<file path="src/rtl/led_pwm_fader.sv">
// led_pwm_fader: two-channel LED fader, ramps PWM brightness up/down toward the on/off pattern from led_in.
module led_pwm_fader #(
  parameter int PWM_W    = 8,
  parameter int STEP_DIV = 781_250
) (
  input  logic       clk,
  input  logic       rst,
  input  logic [1:0] led_in,
  output logic [1:0] led_out,
  output logic       fading
);
  localparam logic [PWM_W-1:0] MAX = '1;
  localparam int SW = STEP_DIV > 1 ? $clog2(STEP_DIV) : 1;
  localparam logic [SW-1:0] STEP_LAST = SW'(STEP_DIV - 1);
  typedef enum logic [1:0] {OFF, UP, ON, DOWN} state_t;
  logic [1:0]             led_q;
  logic [SW-1:0]          step_cnt;
  logic                   step_tick;
  logic [PWM_W-1:0]       pwm_cnt;
  logic [1:0][PWM_W-1:0]  level;
  state_t                 state [2];
  assign step_tick = step_cnt == STEP_LAST;
  always_ff @(posedge clk) begin
    if (rst) begin
      led_q    <= '0;
      step_cnt <= '0;
      pwm_cnt  <= '0;
      level    <= '0;
      led_out  <= '0;
      fading   <= 1'b0;
      for (int i = 0; i < 2; i++) state[i] <= OFF;
    end else begin
      led_q    <= led_in;
      step_cnt <= step_tick ? '0 : step_cnt + 1'b1;
      pwm_cnt  <= pwm_cnt == MAX - 1'b1 ? '0 : pwm_cnt + 1'b1;
      fading   <= state[0] == UP || state[0] == DOWN || state[1] == UP || state[1] == DOWN;
      for (int i = 0; i < 2; i++) begin
        led_out[i] <= level[i] > pwm_cnt;
        // a direction change wins over a coincident step, so level never jumps
        case (state[i])
          OFF: begin
            level[i] <= '0;
            if (led_q[i]) state[i] <= UP;
          end
          UP:
            if (!led_q[i]) state[i] <= DOWN;
            else if (step_tick) begin
              level[i] <= level[i] == MAX ? MAX : level[i] + 1'b1;
              state[i] <= level[i] >= MAX - 1'b1 ? ON : UP;
            end
          ON: begin
            level[i] <= MAX;
            if (!led_q[i]) state[i] <= DOWN;
          end
          DOWN:
            if (led_q[i]) state[i] <= UP;
            else if (step_tick) begin
              level[i] <= level[i] == '0 ? '0 : level[i] - 1'b1;
              state[i] <= level[i] <= PWM_W'(1) ? OFF : DOWN;
            end
          default: state[i] <= OFF;
        endcase
      end
    end
  end
endmodule

</file>
<file path="config.mk">
export PLATFORM = sky130hd
export DESIGN_NAME = led_pwm_fader
export DESIGN_NICKNAME = d
export VERILOG_FILES = /design/src/rtl/led_pwm_fader.sv
export SDC_FILE = /design/constraint.sdc
export NUM_CORES = 1
export LEC_CHECK = 0
export CORE_UTILIZATION = 44
export CTS_CLUSTER_SIZE = 16
export DETAILED_ROUTE_END_ITERATION = 10
export PLACE_DENSITY = 0.59
export SYNTH_ARGS = -nofsm -noshare
export SYNTH_HDL_FRONTEND = slang
export SYNTH_SLANG_ARGS = --single-unit
</file>
<file path="constraint.sdc">
create_clock -name clk -period 2.83 [get_ports clk]
set_clock_uncertainty 0.2 [all_clocks]
set_input_delay 0.566 -clock clk [delete_from_list [all_inputs] [get_ports clk]]
set_output_delay 0.566 -clock clk [all_outputs]
set_load 0.05 [all_outputs]
</file>
**Word level (Yosys, flattened, before mapping)**

Memory sizes are Yosys's and may differ from the RTL's.
Cells that the tools add are included.

- Register bits after elaboration: 49
- Logic and storage cells: 138
- Memory bits (writable): 4
- Output and inout port bits: 3
- Memories: 1
- Input bits: 4

- Mux-type cells: 77
- Bitwise operators: 12
- Order comparisons: 6
- Add/sub/neg operators: 6
- Equality and inequality tests: 18
- Reductions and logical operators: 11

Memory list:

| name | depth | bits a word | rd ports | clocked after memory_dff | write ports | line | source |
|---|---|---|---|---|---|---|---|
| state | 2 | 2 | 2 | 0 | 2 | 21 | `state_t state [2];` |

Operators with widths:

| operator | count |
|---|---|
| two-way mux 8 bit | 12 |
| case mux 8 bit (4 select lines) | 2 |
| two-way mux 1 bit | 47 |
| two-way mux 2 bit | 16 |
| adder 8 x 1 -> 8 bit (second input constant) | 3 |
| == test 8 bit (second input constant) | 3 |
| adder 20 x 1 -> 20 bit (second input constant) | 1 |
| == test 20 bit (second input constant) | 1 |
| >= comparator 8 bit (second input constant) | 2 |
| greater-than comparator 8 bit | 2 |
| <= comparator 8 x 1 -> 1 bit (second input constant) | 2 |
| zero test 8 bit | 2 |
| inequality test 2 bit (second input constant) | 8 |
| subtractor 8 x 1 -> 8 bit (second input constant) | 2 |
| bitwise OR 1 bit | 12 |
| == test 2 bit (second input constant) | 4 |
| AND reduction 4 bit | 2 |
| == test 2 x 1 -> 1 bit (second input constant) | 2 |
| zero test 2 bit | 2 |
| OR reduction 2 bit | 2 |
| logical OR 1 bit | 3 |

**Longest topological paths before layout**

Gate-level depths: netlist of the first run.

- Word-level depth: 10
- Gate-level depth with buffers: 8
- Depth with buffers taken out: 7

**Least setup slack after synthesis of the first run**

No wires, ideal clock.

- Kind: reg-to-reg
- From: register step_cnt[12]
- To: memory state[1][0] (netlist name) (enable)
- Cell stages (with the launch flop): 7
- Setup time: 0.315 ns
- Buffers on the path: 1
- Required time: 2.315 ns
- Arrival time: 1.729 ns
- Clock period less this slack: 2.244 ns
- Setup slack: 0.586 ns
- Cells stage by stage: dfxtp_1 -> or4b_4 -> nor4_4 -> and2_0 -> buf_2 -> nor2_1 -> o21bai_1

RTL lines:

| element | line | source |
|---|---|---|
| start, declared | 17 | `logic [SW-1:0] step_cnt;` |
| start signal, assigned | 34 | `step_cnt <= step_tick ? '0 : step_cnt + 1'b1;` |
| end, declared | 21 |  |

**Worst setup path in the final report of the first run**

- From: register step_cnt[3]
- To: register step_cnt[2]

- Word-level cells in the longest chain between the ends: 2

RTL lines:

| element | line | source |
|---|---|---|
| == test 20 bit | 22 | `assign step_tick = step_cnt == STEP_LAST;` |
| OR reduction 2 bit (no line) | - |  |

Every way passes these cells.
A chain may end at the register's enable or synchronous reset.

==> flow_metrics.env, run 1 <==
export IMPL_die_height_um=94.36
export IMPL_rsz0062_at_grt="false"
export IMPL_h_tree_depth=2
export IMPL_wirelength_mm=8.576
export IMPL_setup_tns_final_ns=0
export IMPL_gr_usage_all_layers_pct=20.61
export IMPL_async_flop_share_pct=0
export IMPL_hold_depth=1
export IMPL_post_cts_setup_buffers=0
export IMPL_synth_seq_area_share_pct=29.33
export IMPL_place_congestion=0.8265
export IMPL_path_clk_slew_ns=0.10
export IMPL_min_period_ns=2.519
export IMPL_grt_first_pass_wirelength_mm=14.70
export IMPL_cts_resized_gates=0
export IMPL_drive_gt1_share_pct=8.478
export IMPL_fin_nets=492
export IMPL_die_x_um=94.36
export IMPL_start_util_pct=45.68
export IMPL_r2r_cells=5
export IMPL_drt_first_pass_iters=4
export IMPL_holdBufCountCts=0
export IMPL_hold_class="flip-flop to flip-flop"
export IMPL_grt_overflow_total=0
export IMPL_cts_path_max_buffers=2
export IMPL_leakage_nw=1.510
export IMPL_crit_start="step_cnt[3]"
export IMPL_drtAntennaViolNets=0
export IMPL_synth_cell_types=67
export IMPL_powerDensity_nw_per_um2=850.6
export IMPL_diodes=0
export IMPL_grt_antenna_before_repair=0
export IMPL_num_vias=3305
export IMPL_cp_data_arrival_time_ns=2.50
export IMPL_pre_cts_slack_ns=0.2998
export IMPL_grt_max_degree=21
export IMPL_cp_num_cells=5
export IMPL_cts_tree="yes"
export IMPL_critPathCaptureType="flip-flop"
export IMPL_synth_edff_count=4
export IMPL_syn_inst=462
export IMPL_required_ns=2.81
export IMPL_ios=7
export IMPL_relSlewSlack_pct=46.63
export IMPL_grt_pass1_vias=3017
export IMPL_cts_made_buffers=5
export IMPL_critPathLaunchType="flip-flop"
export IMPL_setup_ws_ns=0.3105
export IMPL_maxSlewViolCount=0
export IMPL_worstMarginPinSlew_ns=0.7898
export IMPL_clock_latency_ns=0.31
export IMPL_synth_fp_nets=495
export IMPL_synth_main_ff_cell="dfxtp_1"
export IMPL_wl_per_cell_um=15.18
export IMPL_cp_slowest_cell="or2b_1"
export IMPL_hold_violations=0
export IMPL_period_share_pct=89.03
export IMPL_drt_iter0_drc=178
export IMPL_worstHoldStart="step_cnt[0]"
export IMPL_place_port_buffers=6
export IMPL_yosysWarnings=0
export IMPL_dp_hpwl_mm=6.430
export IMPL_avgSynthCellArea_um2=8.125
export IMPL_area_delta_synth_final_pct=7.400
export IMPL_clockRootBuffer="clkbuf_8"
export IMPL_crit_buf_inv=0
export IMPL_rows=33
export IMPL_critPathTopFamily="simple AND/OR/NAND/NOR gates"
export IMPL_nFillCells=832
export IMPL_cts_sinks=53
export IMPL_max_freq_mhz=396.9
export IMPL_criticalPathCategory="flip-flop to flip-flop"
export IMPL_max_stage_delay_ns=0.65
export IMPL_setup_viol=0
export IMPL_ir_drop_mv=0.3173
export IMPL_cap_violations=0
export IMPL_syn_area_um2=3754
export IMPL_path_cells="or4b_1, nor4_2, nand2_2, or2b_1, nor2_1"
export IMPL_coreArea_um2=8217
export IMPL_die_area_um2=8904
export IMPL_r2r_start="step_cnt[3]"
export IMPL_status="finished clean"
export IMPL_routed_via_density=5.850
export IMPL_synth_seq_cells=53
export IMPL_path_max_fanout=20
export IMPL_drc_errors=0
==> layout make-up <==
type / count / area, um2 / area share [%]
sequential: 53 / 1101 / 27.31
clock buffer: 7 / 107.6 / 2.669
timing repair buffer: 18 / 150.1 / 3.724
inverter: 18 / 67.56 / 1.676
clock inverter: 1 / 6.256 / 0.1552
multi-input combinational: 363 / 2467 / 61.20
tap: 105 / 131.4 / 3.259
==> cell families after synthesis <==
family | Yosys count | synth area share (%)
xor gates and xnor gates | 30 | 7.000
AOI/OAI and AO/OA | 101 | 19.53
DFF | 53 | 29.33
adders and majority gates | 29 | 9.667
and+or+nand+nor | 198 | 28.20
muxes | 5 | 1.333
buffers and inverters | 46 | 4.933
==> Yosys cell counts (5+ instances only) <==
master | count | area share, %
nor2_1 | 52 | 5.2
dfxtp_1 | 49 | 26
nand2_1 | 38 | 3.8
ha_1 | 29 | 9.7
nand3_1 | 26 | 3.5
clkbuf_1 | 20 | 2.0
inv_1 | 17 | 1.7
xor2_1 | 16 | 3.7
a21oi_1 | 14 | 1.9
xnor2_1 | 14 | 3.3
o21ai_0 | 11 | 1.5
and3_1 | 10 | 1.7
a211oi_1 | 9 | 1.8
nand4_1 | 9 | 1.5
nor3_1 | 9 | 1.2
o211ai_1 | 9 | 1.8
and4_1 | 8 | 1.9
a31o_2 | 7 | 1.6
nand2b_1 | 7 | 1.2
nor2b_1 | 7 | 1.2
a21o_1 | 6 | 1.2
o21a_1 | 6 | 1.2
o31ai_1 | 6 | 1.2
a31oi_1 | 5 | 0.83
mux2i_1 | 5 | 1.3
nor4_1 | 5 | 0.83
==> power breakdown <==
group | leakage, nW | internal [mW] | switching, mW
registers | 0.444 | 0.913 | 0.286
logic | 1.01 | 0.744 | 0.961
clock network | 0.0599 | 0.254 | 0.272
==> per-stage QoR <==
step                power, mW  hold slack, ns  instance area, um2  cells  util, %
finish                  3.429          0.2719                4031    565    49.06
global route            3.745          0.3028                4031    565    49.06
CTS                     3.435          0.2800                4031    565    49.06
detailed placement      2.909          0.2552                3918    557    47.68
global placement        2.886          0.2473                3918    557    47.68
floorplan               2.482          0.2295                3754    462        -
==> metal layers <==
metal	GRT usage [%]	part of all wire [%]
met5	0	0
met4	6.282	1.5
met3	2.415	3.1
met2	33.51	46
met1	28.41	49
==> cell usage in the layout (no fill, tap or decap), types with 7 or more instances in the layout <==
cell,synthesis,layout
buf_4,0,12
xnor2_1,14,14
nor3_1,9,9
dfxtp_1,49,49
nand2_1,38,38
xor2_1,16,16
and4_1,8,8
a21oi_1,14,14
o211ai_1,9,9
nor2_1,52,52
and3_1,10,10
a31o_2,7,7
nand4_1,9,9
inv_1,17,17
nand2b_1,7,7
nand3_1,26,26
o21ai_0,11,11
a211oi_1,9,9
nor2b_1,7,7
ha_1,29,29
==> registers in the layout (all words and copies together), names as in the netlist <==
register / count
led_q: 2
fading: 1
state: 4
pwm_cnt: 8
level: 16
step_cnt: 20
led_out: 2
==> worst paths after layout <==
check / slack (ns) / endpoint
worst min register to register: 0.27 / step_cnt[0]
worst min-delay path: 0.27 / step_cnt[0]
worst max register to register: 0.31 / step_cnt[2]
worst max-delay path: 0.31 / step_cnt[2]
==> worst register-to-register path: stages (launching register included) <==
cell and delay, ns:
dfxtp_1 0.37, or4b_1 0.54, nor4_2 0.36, nand2_2 0.16, or2b_1 0.65, nor2_1 0.12
Note: power is estimated with default switching activity, not from simulation.
==> run 2, diff against run 1 <==
--- a/config.mk
+++ b/config.mk
@@ -8,7 +8,7 @@
 export CORE_UTILIZATION = 44
 export CTS_CLUSTER_SIZE = 16
 export DETAILED_ROUTE_END_ITERATION = 10
-export PLACE_DENSITY = 0.59
+export PLACE_DENSITY = 0.61
 export SYNTH_ARGS = -nofsm -noshare
 export SYNTH_HDL_FRONTEND = slang
 export SYNTH_SLANG_ARGS = --single-unit
==> constraint.sdc (replaced) <==
create_clock -name clk -period 2.3 [get_ports clk]
set_clock_uncertainty 0.2 [all_clocks]
set_input_delay 0.46 -clock clk [delete_from_list [all_inputs] [get_ports clk]]
set_output_delay 0.46 -clock clk [all_outputs]
set_load 0.05 [all_outputs]
==> run 2 against run 1 <==
  * Sequential share of layout area is 1.5 points lower
  * Register-to-register slack got worse by 0.23 ns
  * Maximum frequency rose by 14%
  * Cell count up 5.0%
  * Worst hold slack got worse by 0.0058 ns
  * Via count grew 1.5%
  * Global-route usage decreased by 0.28 points
  * Combinational power rose by 41%
==> flow_metrics.env, run 2 (synthesized netlist as in run 1, its figures left out) <==
export IMPL_setup_tns_final_ns=0
export IMPL_clockRootBuffer="clkbuf_8"
export IMPL_critPathCaptureType="flip-flop"
export IMPL_status="finished clean"
export IMPL_top_register="step_cnt"
export IMPL_grt_max_degree=32
export IMPL_r2r_cells=5
export IMPL_cap_violations=0
export IMPL_area_delta_synth_final_pct=13.83
export IMPL_maxSlewViolCount=0
export IMPL_fin_hold_ws_ns=0.2661
export IMPL_nFillCells=795
export IMPL_min_period_ns=2.216
export IMPL_cts_path_max_buffers=2
export IMPL_hold_end="step_cnt[0]"
export IMPL_powerDensity_nw_per_um2=1032
export IMPL_path_max_fanout=6
export IMPL_ir_drop_mv=0.6335
export IMPL_max_freq_mhz=451.3
export IMPL_crit_buf_inv=0
export IMPL_wirelength_mm=8.606
export IMPL_leakage_nw=1.676
export IMPL_setup_viol=0
export IMPL_criticalPathCategory="flip-flop to flip-flop"
export IMPL_clock_latency_ns=0.31
export IMPL_path_clk_slew_ns=0.11
export IMPL_grt_pass1_vias=3053
export IMPL_die_area_um2=8904
export IMPL_worstHoldStart="step_cnt[0]"
export IMPL_ios=7
export IMPL_place_port_buffers=6
export IMPL_die_x_um=94.36
export IMPL_critPathTopFamily="simple AND/OR/NAND/NOR gates"
export IMPL_period_share_pct=96.35
export IMPL_largest_register_ffs=20
export IMPL_wl_per_cell_um=14.51
export IMPL_cp_slowest_cell="or4b_1"
export IMPL_h_tree_depth=2
export IMPL_relSlewSlack_pct=45.24
export IMPL_path_cells="or4b_1, nor4_4, nand2_2, or4_4, o211ai_2"
export IMPL_r2r_start="step_cnt[5]"
export IMPL_drt_first_pass_iters=4
export IMPL_dp_hpwl_mm=6.509
export IMPL_start_util_pct=45.68
export IMPL_drc_errors=0
export IMPL_layout_common_cells="nor2_1 (52), dfxtp_1 (49), nand2_1 (38), buf_4 (38), ha_1 (29)"
export IMPL_drt_iter0_drc=146
export IMPL_cp_data_arrival_time_ns=2.27
export IMPL_worstMarginPinSlew_ns=0.8159
export IMPL_routed_via_density=5.654
export IMPL_grt_overflow_total=0
export IMPL_top_regs="step_cnt x20, level x16, pwm_cnt x8"
export IMPL_mostFrequentLayoutCell="nor2_1"
export IMPL_diodes=0
export IMPL_cts_sinks=53
export IMPL_reg2reg_to="level[14]"
export IMPL_die_height_um=94.36
export IMPL_drive_gt1_share_pct=13.93
export IMPL_critPathLaunchType="flip-flop"
export IMPL_grt_antenna_before_repair=0
export IMPL_num_vias=3353
export IMPL_fin_nets=520
export IMPL_place_congestion=0.9018
export IMPL_reg2reg_setup_slack_ns=0.08
export IMPL_hold_depth=1
export IMPL_rows=33
export IMPL_coreArea_um2=8217
export IMPL_drtAntennaViolNets=0
export IMPL_max_stage_delay_ns=0.57
export IMPL_cts_made_buffers=5
export IMPL_required_ns=2.35
export IMPL_gr_usage_all_layers_pct=20.32
export IMPL_grt_first_pass_wirelength_mm=14.36
export IMPL_hold_violations=0
export IMPL_cts_tree="yes"
export IMPL_hold_class="flip-flop to flip-flop"
[run 2: cell types whose count changed in the layout (fill, tap and decap cells not counted), sizes merged]
cell / change
clkinv: +1
inv: -1
buf: +28
[run 2: cell type report]
class	instances	area [um2]	area share, %
clock buffers	7	97.59	2.284
clock inverters	1	8.758	0.2050
inverters	18	67.56	1.581
multi-input cells	363	2481	58.07
flip-flops and latches	53	1101	25.77
well taps	105	131.4	3.075
repair buffers	46	385.4	9.019
[run 2: power by group]
part / switching (mW) / total, mW / internal (mW)
clock network: 0.328 / 0.612 / 0.284
registers: 0.263 / 1.39 / 1.12
logic: 1.30 / 2.41 / 1.11
total: 1.89 / 4.41 / 2.52
[run 2: timing repair]
item	CTS	global route
gates resized for setup	0	3
buffers inserted	0	2
endpoints found under the setup margin	0	9
hold endpoints to repair	0	0
hold buffers	0	0
[run 2: per-stage QoR]
stage	cells	worst slack, ns	utilization, %	power, mW	instance area (um2)
3_5_place_dp	583	0.07763	50.36	3.763	4138
2_1_floorplan	462	0.05643	-	3.054	3754
6_report	593	0.08395	52.00	4.409	4273
5_1_grt	593	-0.01133	52.00	4.788	4273
3_3_place_gp	583	0.1104	50.36	3.735	4138
4_1_cts	591	0.04706	51.65	4.391	4244
[run 2: routing by layer]
layer | up-vias | track usage, % | part of all wire, %
li1 | 1738 | - | -
met1 | 1537 | 27.96 | 49
met2 | 71 | 33.82 | 46
met3 | 7 | 2.738 | 3.8
met4 | 0 | 4.231 | 0.81
met5 | - | 0 | 0
[run 2: worst max path at each step]
stage                      start           to  slack, ns  depth (start not counted)
floorplan           step_cnt[12]  state[1][0]       0.06                          6
global placement    step_cnt[12]     level[6]       0.11                          6
detailed placement   step_cnt[5]    level[14]       0.08                          5
CTS                 step_cnt[11]     level[6]       0.05                          6
global route         step_cnt[5]    level[14]      -0.01                          5
finish               step_cnt[5]    level[14]       0.08                          5
==> run 3, diff against run 2 <==
--- a/config.mk
+++ b/config.mk
@@ -5,10 +5,11 @@
 export SDC_FILE = /design/constraint.sdc
 export NUM_CORES = 1
 export LEC_CHECK = 0
-export CORE_UTILIZATION = 44
+export CORE_UTILIZATION = 57
 export CTS_CLUSTER_SIZE = 16
 export DETAILED_ROUTE_END_ITERATION = 10
-export PLACE_DENSITY = 0.61
+export GPL_ROUTABILITY_DRIVEN = 1
+export PLACE_DENSITY = 0.76
 export SYNTH_ARGS = -nofsm -noshare
 export SYNTH_HDL_FRONTEND = slang
 export SYNTH_SLANG_ARGS = --single-unit
==> run 3 against run 2 <==
  * Maximum frequency about the same
  * Clock-buffer cell count is 2 lower
  * Cell area down 1.6%
  * Routed wire length up 3.5%
  * Highest routed layer unchanged
  * Register-to-register slack about the same
  * Clock power down 6.7%
  * Critical path depth did not move
  * Largest cell class unchanged
  * Setup slack hardly changed
  * Sequential power is essentially flat
==> flow_metrics.env, run 3 (synthesized netlist as in run 1, its figures left out) <==
export IMPL_internal_power_mw=2.411
export IMPL_nFillCells=558
export IMPL_wirelength_mm=8.907
export IMPL_relSlewSlack_pct=61.26
export IMPL_sw_frac_of_total_pct=44.78
export IMPL_required_ns=2.35
export IMPL_mostFrequentLayoutCell="nor2_1"
export IMPL_rows=29
export IMPL_cts_sinks=53
export IMPL_start_util_pct=59.11
export IMPL_coreArea_um2=6350
export IMPL_cts_tree="yes"
export IMPL_dpl_instance_area_um2=4088
export IMPL_cp_slowest_cell="or4b_1"
export IMPL_hold_violations=0
export IMPL_die_height_um=83.15
export IMPL_num_vias=3503
export IMPL_drc_errors=0
export IMPL_comb_power_share_pct=55.2
export IMPL_largest_register_ffs=20
export IMPL_ios=7
export IMPL_cts_made_buffers=5
export IMPL_gr_usage_all_layers_pct=26.34
export IMPL_max_stage_delay_ns=0.57
export IMPL_period_share_pct=96.36
export IMPL_criticalPathCategory="flip-flop to flip-flop"
export IMPL_die_area_um2=6914
export IMPL_place_congestion=0.9131
export IMPL_max_freq_mhz=451.2
export IMPL_drt_first_pass_iters=5
export IMPL_clock_latency_ns=0.31
export IMPL_setup_viol=0
export IMPL_setup_tns_final_ns=0
export IMPL_critPathLaunchType="flip-flop"
export IMPL_drt_iter0_drc=122
export IMPL_maxSlewViolCount=0
export IMPL_layout_common_cells="nor2_1 (52), dfxtp_1 (49), nand2_1 (38)"
export IMPL_routed_via_density=6.233
export IMPL_grt_max_degree=32
export IMPL_power_mw=4.366
export IMPL_dp_hpwl_mm=6.606
export IMPL_fin_nets=517
export IMPL_wl_per_cell_um=15.85
export IMPL_cp_data_arrival_time_ns=2.27
export IMPL_sequentialPowerShare_pct=31.7
export IMPL_min_period_ns=2.216
export IMPL_die_x_um=83.15
export IMPL_path_cells="or4b_1, nor4_4, nand2_2, or4_4, o211ai_2"
export IMPL_status="finished clean"
export IMPL_grt_pass1_vias=3224
export IMPL_critPathCaptureType="flip-flop"
export IMPL_path_max_fanout=6
export IMPL_top_regs="step_cnt x20, level x16, pwm_cnt x8"
export IMPL_leakage_nw=1.651
export IMPL_grt_antenna_before_repair=0
export IMPL_powerDensity_nw_per_um2=1039
export IMPL_cap_violations=0
export IMPL_area_delta_synth_final_pct=12.00
export IMPL_ir_drop_mv=0.8064
export IMPL_holdBufCountCts=0
export IMPL_h_tree_depth=2
export IMPL_clockRootBuffer="clkbuf_8"
export IMPL_rsz0062_at_grt="true"
export IMPL_fin_hold_ws_ns=0.2692
export IMPL_drive_gt1_share_pct=13.61
export IMPL_cts_path_max_buffers=2
export IMPL_grt_overflow_total=0
export IMPL_top_register="step_cnt"
export IMPL_drtAntennaViolNets=0
export IMPL_place_port_buffers=6
export IMPL_hold_class="flip-flop to flip-flop"
export IMPL_stdcell_area_um2=4204
export IMPL_clkPwrFrac_pct=13.1
export IMPL_worstMarginPinSlew_ns=0.5758
export IMPL_path_clk_slew_ns=0.10
export IMPL_grt_first_pass_wirelength_mm=15.04
export IMPL_diodes=0
export IMPL_p_switching_mw=1.955
[run 3: changes by cell type in the layout (fill, tap and decap cells not counted), sizes merged]
cell      delta
buf          -3
clkbuf       -2
clkinvlp     +1
inv          +1
[run 3: metrics by stage]
stage / util (%) / instances / setup WS [ns]
global placement: 64.37 / 553 / 0.1350
detailed placement: 64.37 / 553 / 0.05800
floorplan: - / 462 / 0.05643
CTS: 65.85 / 561 / 0.02723
finish: 66.21 / 562 / 0.08369
global route: 66.21 / 562 / -0.005601
[run 3: critical path, delay by kind of cell, from the launching register on]
kind             cells  cell delay [ns]
AND/OR/NAND/NOR      4             1.57
flip-flops           1             0.32
AO/OA/AOI/OAI        1             0.07
[run 3: power by group through the flow]
stage               clock, mW  combinational, mW  sequential (mW)
floorplan                   0               1.71             1.34
global placement            0               2.29             1.39
detailed placement          0               2.34             1.40
CTS                     0.574               2.37             1.37
global route            0.617               2.68             1.42
finish                  0.571               2.41             1.38
[run 3: area by class of cell]
type | count | area (um2) | area share [%]
multi-input cells | 363 | 2482 | 59.05
flip-flops and latches | 53 | 1101 | 26.19
repair buffers | 43 | 362.8 | 8.631
well taps | 77 | 96.34 | 2.292
clock buffers | 5 | 68.82 | 1.637
inverters | 18 | 67.56 | 1.607
clock inverters | 3 | 25.02 | 0.5952
[run 3: worst paths after layout]
path                    start     endpoint  slack [ns]  cells after the start
setup reg to reg  step_cnt[5]    level[14]        0.08                      5
setup / recovery  step_cnt[5]    level[14]        0.08                      5
hold / removal    step_cnt[0]  step_cnt[0]        0.27                      1
hold reg to reg   step_cnt[0]  step_cnt[0]        0.27                      1
[run 3: timing repair]
action / 4_1_cts / 5_1_grt
setup buffers: 0 / 1
endpoints found under the setup margin: 0 / 12
resized for setup: 0 / 3
[run 3: layer usage]
metal | global-route usage [%] | part of all wire (%) | up-vias
met1 | 35.45 | 45 | 1652
met4 | 7.524 | 1.3 | 0
met3 | 3.479 | 5.4 | 13
met5 | 0 | 0 | -
met2 | 44.11 | 48 | 111
li1 | - | - | 1727
==> patch (flow settings as in run 2) <==
The parameter `PWM_W` goes from 8 to 12.
--- a/src/rtl/led_pwm_fader.sv
+++ b/src/rtl/led_pwm_fader.sv
@@ -2,3 +2,3 @@
 module led_pwm_fader #(
-  parameter int PWM_W    = 8,
+  parameter int PWM_W    = 12,
   parameter int STEP_DIV = 781_250
Behaviour: no difference found for any inputs over 10 cycles, from zero or initial values and one cycle with rst high; that may be too few to reach the edited logic, so the function may still have changed.
==> patch against run 2 <==
The run now ends with negative setup slack left. Cell count is 40% higher. Cell area increased by 40%. Largest power group unchanged. Total power rose by 46%. Clock power increased by 76%. Area after synthesis grew 28%. Worst setup slack worse by 0.11 ns. Routed wire length up 62%. Critical endpoint is now level[19]. Via count is 49% higher. Die area grew 27%. Sequential cell count increased by 12.
==> patch: results (changes against run 2) <==
Worst hold path
  – Worst min-delay path endpoint: pwm_cnt[11]

Critical path
  – Critical Path Fanout Max: 7 (+1)
  – Cells on worst reg2reg path: 6 (+1)
  – Setup crit start: level[18]
  – CP Data Arrival Time: 2.37 ns (+0.10 ns)

Pwr
  – Register share of total power: 24.0% (-7.4 points)
  – Clock power share: 16.8% (+2.9 points)
  – P_sw: 2810 uW (+49%)
  – Pleak: 0.00233 uW (+39%)

Finish
  – Share of layout cells above drive strength 1: 23.6% (+9.6 points)
  – Nets: 733 (+41%)
  – Inverters: 29 (+11)
  – Number of signal-net buffers in the layout: 97 (+110%)
  – FF+latch area: 1350 um2 (+22%)
  – Non-clk buf share: 12.9% (+3.9 points)
  – Filler cell count: 994 (+25%)
  – Multi-In Gates: 489 (+35%)

Outcome
  – Outcome: complete, but fails checks
  – Failing checks: negative setup slack

Global routing
  – Met2 Use GR: 41.8% (+8.0 points)
  – Largest net degree at the start of global routing: 21 (-34%)
  – M3 GR Usage: 3.86% (+1.1 points)
  – Met1 usage: 32.1% (+4.1 points)

Placed design
  – Placed Area: 5500 um2 (+33%)
  – Pre-CTS WS: -0.111 ns (-0.189 ns)
  – Final GP Congestion: 0.891 (-1.2%)
  – Placed Cells incl. Taps: 805 (+38%)
  – DPL Wire Length: 10000 um (+54%)

Logic synthesis
  – Post-Synth XOR/XNOR Area: 5.85% (-1.1 points)
  – Mux share of post-synthesis cell area: 0.418% (-0.92 points)
  – Post-synthesis adder-cell area fraction: 9.93% (+0.26 points)
  – Synth Area in Compound Gates: 23.4% (+3.9 points)
  – Mapped Cells: 615 (+33%)
  – Sequential share of the synthesized area: 28.0% (-1.3 points)
  – Synth Register Bits: 65 (+23%)

Detailed routing
  – Initial drt markers: 431 (+200%)
  – WL final: 13900 um (+62%)
  – Drt pass-1 iters: 5 (+1)
  – WL met3: 784 um (+140%)
  – WL met2: 6690 um (+68%)

STA
  – Final Worst Setup Slack: -0.0234 ns (-0.107 ns)
  – Setup violators final: 3 (+3)

Clock network
  – Worst-path clk slew: 0.08 ns (-0.03 ns)
  – CTS Buf Count: 9 (+4)

Floorplanning
  – Number of well taps: 136 (+30%)
## patch: changes by cell type in the layout (fill, tap and decap cells not counted), sizes merged, moves of 7 or more
cell / before / now
ha: 29 / 38
a21oi: 14 / 43
nand4: 9 / 16
buf: 40 / 91
nor3: 9 / 25
a21o: 6 / 16
dfxtp: 49 / 61
nor2: 52 / 70
o21ai: 12 / 34
inv: 17 / 30
## patch: critical path: stages (launching register included)
cell and delay [ns]:
dfxtp_2 0.33, or4_4 0.55, nor3_4 0.34, a31oi_4 0.21
a221o_1 0.40, a22oi_2 0.13, nor2_1 0.06
## patch: cells by family after synthesis
| logic type | count (synthesis) |
|---|---|
| and+or+nand+nor | 250 |
| AOI/OAI and AO/OA | 166 |
| DFF | 65 |
| buffers and inverters | 62 |
| adders and majority gates | 38 |
| xor gates and xnor gates | 32 |
| muxes | 2 |
## patch: what timing repair did
action,CTS,global route
pin swaps,11,21
gates resized for setup,10,38
setup endpoints to repair,14,37
gates cloned,0,1
buffers inserted,5,5
